--- src/rtl/aes_serial_host.sv ---
// Host-side sequencer for a byte-serial AES-128 core. It takes a key/plaintext
// request, resets the core, streams 16 key/data bytes MSB-first, then collects 16 ciphertext bytes.
module aes_serial_host #(
    parameter int unsigned TIMEOUT = 1024
) (
    input  logic         clk,
    input  logic         rst_n,
    input  logic         req_valid,
    output logic         req_ready,
    input  logic [127:0] req_key,
    input  logic [127:0] req_data,
    output logic         core_rst,
    output logic [7:0]   key_in,
    output logic [7:0]   d_in,
    input  logic [7:0]   d_out,
    input  logic         d_vld,
    output logic         rsp_valid,
    input  logic         rsp_ready,
    output logic [127:0] rsp_data,
    output logic         rsp_err
);

    localparam int unsigned TW = $clog2(TIMEOUT + 1);
    localparam logic [TW-1:0] TMO_LOAD = TW'(TIMEOUT);

    localparam logic [2:0] IDLE = 3'd0;
    localparam logic [2:0] CRST = 3'd1;
    localparam logic [2:0] LOAD = 3'd2;
    localparam logic [2:0] WAIT = 3'd3;
    localparam logic [2:0] CAPT = 3'd4;
    localparam logic [2:0] RESP = 3'd5;

    logic [2:0]    state;
    logic [2:0]    state_nx;
    logic [127:0]  key_sr;
    logic [127:0]  data_sr;
    logic [127:0]  res;
    logic [3:0]    cnt;
    logic [TW-1:0] tmo;
    logic          err;

    always_comb begin
        state_nx = state;
        case (state)
            IDLE: if (req_valid && req_ready) state_nx = CRST;
            CRST: state_nx = LOAD;
            LOAD: if (cnt == 4'd15) state_nx = WAIT;
            WAIT: begin
                if (d_vld)
                    state_nx = CAPT;
                else if (tmo <= TW'(1))
                    state_nx = RESP;
            end
            CAPT: if (cnt == 4'd15) state_nx = RESP;
            RESP: if (rsp_ready) state_nx = IDLE;
            default: state_nx = IDLE;
        endcase
    end

    // req_ready and core_rst are registered from the next state so that
    // both hold their reset values until the first edge with rst_n high.
    always_ff @(posedge clk or negedge rst_n) begin
        if (!rst_n) begin
            state     <= IDLE;
            req_ready <= 1'b0;
            core_rst  <= 1'b1;
            key_sr    <= '0;
            data_sr   <= '0;
            res       <= '0;
            cnt       <= '0;
            tmo       <= '0;
            err       <= 1'b0;
        end else begin
            state     <= state_nx;
            req_ready <= (state_nx == IDLE);
            core_rst  <= (state_nx == CRST);
            case (state)
                IDLE: begin
                    if (req_valid && req_ready) begin
                        key_sr  <= req_key;
                        data_sr <= req_data;
                        res     <= '0;
                        err     <= 1'b0;
                    end
                end
                CRST: cnt <= '0;
                LOAD: begin
                    key_sr  <= {key_sr[119:0], 8'h00};
                    data_sr <= {data_sr[119:0], 8'h00};
                    if (cnt == 4'd15) begin
                        cnt <= '0;
                        tmo <= TMO_LOAD;
                    end else begin
                        cnt <= cnt + 4'd1;
                    end
                end
                WAIT: begin
                    // A valid byte wins over an expiring timeout on the same edge.
                    if (d_vld) begin
                        res <= {res[119:0], d_out};
                        cnt <= 4'd1;
                        tmo <= '0;
                    end else if (tmo <= TW'(1)) begin
                        res <= '0;
                        err <= 1'b1;
                        tmo <= '0;
                    end else begin
                        tmo <= tmo - TW'(1);
                    end
                end
                CAPT: begin
                    res <= {res[119:0], d_out};
                    if (cnt == 4'd15)
                        cnt <= '0;
                    else
                        cnt <= cnt + 4'd1;
                end
                RESP: if (rsp_ready) err <= 1'b0;
                default: ;
            endcase
        end
    end

    assign key_in    = (state == LOAD) ? key_sr[127:120]  : 8'h00;
    assign d_in      = (state == LOAD) ? data_sr[127:120] : 8'h00;
    assign rsp_valid = (state == RESP);
    assign rsp_data  = res;
    assign rsp_err   = err;

endmodule
--- config.mk ---
export PLATFORM = sky130hd
export DESIGN_NAME = aes_serial_host
export DESIGN_NICKNAME = d
export VERILOG_FILES = /design/src/rtl/aes_serial_host.sv
export SDC_FILE = /design/constraint.sdc
export NUM_CORES = 1
export LEC_CHECK = 0
export ABC_AREA = 1
export CORE_MARGIN = 10
export CORE_UTILIZATION = 56
export DETAILED_ROUTE_END_ITERATION = 6
export HOLD_SLACK_MARGIN = 0.05
export PLACE_DENSITY_LB_ADDON = 0.2
export SLEW_MARGIN = 10
export SYNTH_ARGS = -nofsm -noshare
export SYNTH_HDL_FRONTEND = slang
export SYNTH_SLANG_ARGS = --single-unit
export TNS_END_PERCENT = 30
--- constraint.sdc ---
create_clock -name clk -period 3.43 [get_ports clk]
set_input_delay 0.686 -clock clk [delete_from_list [all_inputs] [get_ports clk]]
set_output_delay 0.686 -clock clk [all_outputs]
set_load 0.005 [all_outputs]
Word-level counts from Yosys, hierarchy flattened. Index checks and enable logic that the tools add are counted.

Bits in registers: 405. Bits in latches: 0. RAM bits: 0. Memory bits (read-only): 0. Input port bits: 269. Output and inout bits: 148. Logic and storage cells: 69. Memories kept: 0.

Add/subtract/negate cells: 2. Multiply operators: 0. Divide/modulo/power cells: 0. Order comparisons: 1. Equality and inequality tests: 14. Shift-type cells: 0. Multiplexer cells: 29. Bitwise gates (word level): 0. Reduce and logical (&&, ||, !) cells: 14.

Operator list (count): two-way mux 128 bit (5); one-hot mux 128 bit (2 select lines) (2); one-hot mux 128 bit (3 select lines) (1); two-way mux 11 bit (3); one-hot mux 11 bit (2 select lines) (1); two-way mux 3 bit (6); one-hot mux 3 bit (6 select lines) (1); two-way mux 8 bit (2); one-hot mux 4 bit (3 select lines) (1); <= comparator 11 x 1 -> 1 bit, second input constant (1); subtractor 11 x 1 -> 11 bit, second input constant (1); != test 2 bit, second input constant (5); nonzero test 3 bit (3); two-way mux 4 bit (2); == test 3 x 1 -> 1 bit, second input constant (2); == test 3 x 2 -> 1 bit, second input constant (2); == test 3 bit, second input constant (2); logical NOT 3 bit (2); AND reduction 2 bit (3); AND reduction 5 bit (1); adder 4 x 1 -> 4 bit, second input constant (1); == test 4 bit, second input constant (1); two-way mux 1 bit (4); nonzero test 2 bit (2); other kinds (6) (6).

Logic depth before layout (Yosys ltp).
Word-level depth: 5. Gate-level depth with buffers: 11. Depth with buffers taken out: 9.

Worst setup path after synthesis. OpenSTA, ideal clock, no wires.

Path type: register -> output. From: register state[2]. To: output d_in[0]. Data arrival time: 1.358 ns. Required time: 2.744 ns. Path slack: 1.386 ns. Cell stages (with the launch flop): 8. Path buffers: 4. Cells stage by stage: dfrtp_1 > nor2_2 > nand2_4 > buf_6 > buf_4 > buf_6 > buf_6 > nor2_1.

Longest elaborated chain between the ends: 2.

RTL lines: start: declaration (RTL line 33) `logic [2:0] state;`; start signal: assignment (RTL line 74) `state <= state_nx;`; == test 3 x 2 -> 1 bit (RTL line 125) `assign d_in = (state == LOAD) ? data_sr[127:120] : 8'h00;`; two-way mux 8 bit (RTL line 125); end: declaration (RTL line 14) `output logic [7:0] d_in,`.

Every way passes these cells.

Worst setup path in the final report. Same ends and word-level chain as after synthesis.

==> results.md <==
* Status: complete, no violations
* Final setup viols at 0
* Core area at 0.0344 mm²
* Yosys top cell by area: dfrtp_1
* CP Max Fanout at 85
* Vias in the first global route at 16401
* IO Pins at 417
* Non-filler cells, final at 3460
* Yosys warns at 0
* Sequential Area at 0.0101 mm²
* Detailed Place HPWL at 38400 µm
* Psw at 8640 µW
* Area contributors post-synth: dfrtp_1 (52%), nand2_1 (15%), inv_1 (10%), o21ai_0 (8.9%), o21ai_1 (4.1%)
* Initial antenna violation count at 20
* H-tree Lvls at 2
* Buffers on Ports at 416
* Fin. Hold Viols at 0
* Flop pwr share at 33.5%
* Post-CTS Setup Inserts at 0
* Post-synth EDFFs at 0
* Cts repair resizes at 0
* GR Util All Layers at 25.0%
* TritonCTS clock tree: built
* Top-count cell post-synth: nand2_1
* Ys async rst share at 100%
* Initial DRC count at 1295
* Worst EP arrival at 2460 ps
* Fillers at 2616
* Multi-input logic area at 0.00652 mm²
* Vias/cell at 4.87
* CTS root buffer: clkbuf_16
* Num CTS Buffers at 43
* Worst skew pair latency at 530 ps
* Slew Viols, Final at 0
* CTS Hold Bufs at 0
* Synth top area share at 52.0%
* Max-cap viol count at 0
* Avg WL per Cell at 15.7 µm
* Post-Syn Instances at 2595
* Starting density of the core at 56.6%
* Final WL at 54300 µm
* Layout cells sized above 1 at 3.79%
* Commonest cells post-synth: nand2_1 (799), inv_1 (534), dfrtp_1 (404), o21ai_0 (345), nor2_1 (165)
* Final Cycle Share at 91.6%
* Global-route wire length before repair at 85800 µm
* Worst hold path type: in -> async
* Worst Skew at 11.0 ps
* Crit path time final at 3140 ps
* Largest net degree at the start of global routing at 183
* Crit end category: output pin
* Worst slew pin tran at 750 ps
* Vias at 16835
* Num rows at 68
* Setup TNS at 0 ps
* First-pass detailed-route iteration total at 5
* Synthesized Nets at 2867
* Pwr Density at 822 mW/mm²
* Synthesized area at 0.0195 mm²
* Clock Tree Buf Depth at 3
* DRC at 0
* Slew HR at 50.0%
* Sink Count at 405
* Remaining Overflow, GRT at 0
* FF+latch count, synth at 405
* Avg Inst Size Synth at 7.50 µm²
* Max frequency at 318 MHz
* Sw Share at 41.6%
* Post-synthesis sequential area ratio at 52.1%
* Die width at 206 µm
* Final ANT Viol Nets at 0
* VDD IR max at 0.821 mV
* Die area at 0.0426 mm²
* Worst EP required at 2740 ps
* Internal power at 12100 µW
* Main flop type after synthesis: dfrtp_1
* Crit path launch type: flip-flop
* Placed cells at 3360
* Routability cong. at 0.874
* RSZ-0062 raised after global routing: false
* Leak pwr at 0.0121 µW
* Hold WS at 153 ps
* Die height at 206 µm
* Clock Power Share at 22.1%
* Synth unique cells at 30
* Setup Crit Path Kind: reg -> out
* CTS clk-pin slew, worst paths at 60 ps
* Combinational share of power at 44.4%
* Final net count at 3222
* Area grow syn2layout at 29.7%
kinds of logic (layout without fill, tap and decap cells):
family,after synthesis,count (layout),share of synthesized area (%)
simple gates,988,988,19.5
buf+inv,674,1062,14.5
compound gates,516,516,13.3
flops,405,405,52.1
xor+xnor,9,9,0.405
fa+ha+maj,3,3,0.193
other cells,0,22,0
power by group through the flow:
stage / registers [µW] / logic, µW / clock network [µW]
finish: 6960 / 9210 / 4590
global route: 7120 / 10600 / 4870
CTS: 6970 / 9230 / 4650
detailed placement: 7030 / 9110 / 0
global placement: 6970 / 8800 / 0
floorplan: 6900 / 7280 / 0
worst paths after layout:
check                              start             to  slack (ps)  cells past startpoint
min in group clk           rsp_data[125]  rsp_data[125]         470                      2
min                                rst_n    data_sr[91]         150                      1
min reg2reg                rsp_data[125]  rsp_data[125]         470                      2
max                             state[2]        d_in[0]         290                      4
max reg2reg                     state[1]         cnt[2]         920                     10
max in group asynchronous          rst_n   rsp_data[22]        2370                      3
routing by layer:
| metal | vias up | share of wire [%] | global-route usage, % |
|---|---|---|---|
| li1 | 8489 | - | - |
| met1 | 7821 | 41 | 31.3 |
| met2 | 419 | 49 | 41.3 |
| met3 | 106 | 5.9 | 4.75 |
| met4 | 0 | 3.9 | 11.3 |
| met5 | - | 0 | 0 |
area by class of cell:
| class | instances | area share, % |
|---|---|---|
| Sequential cell | 405 | 40.2 |
| Multi-Input combinational cell | 1516 | 25.8 |
| Timing Repair Buffer | 449 | 18.0 |
| Inverter | 535 | 7.96 |
| Clock buffer | 65 | 5.08 |
| Tap cell | 455 | 2.26 |
| Clock inverter | 13 | 0.466 |
| Antenna cell | 22 | 0.218 |
worst max-delay path, stage by stage, from the launching register on:
cell and delay (ps):
dfrtp_1 480, nor2_2 290, nand2_8 350, nor2_1 220, clkdlybuf4s50_1 540
sequential cells by signal, indices dropped and copies added, names as in the netlist:
register / count
rsp_data: 128
cnt: 4
key_sr: 128
tmo: 11
core_rst: 1
state: 3
req_ready: 1
rsp_err: 1
data_sr: 128
cells in the final DEF (no fill, tap or decap), types with 3 or more instances in the layout:
cell type	synthesis	layout
a21oi_1	5	5
buf_12	0	11
buf_4	6	22
clkbuf_1	34	12
clkbuf_16	0	45
clkbuf_8	0	8
clkdlybuf4s50_1	0	415
clkinv_2	0	11
dfrtp_1	404	404
diode_2	0	22
ha_1	3	3
inv_1	534	533
nand2_1	799	799
nand3_1	11	11
nor2_1	165	165
o21ai_0	345	345
o21ai_1	160	160
o22ai_1	4	4
xnor2_1	3	3
xor2_1	6	6
per-stage QoR:
step                power, µW  area [µm²]  setup WS [ps]  utilization [%]
floorplan               14200       19500           1390                -
global placement        15800       23800            932             69.2
detailed placement      16100       23800            844             69.2
CTS                     20900       25200            270             73.3
global route            22600       25200            120             73.4
finish                  20800       25200            289             73.4
No activity file was read; power rests on OpenSTA's default activity.
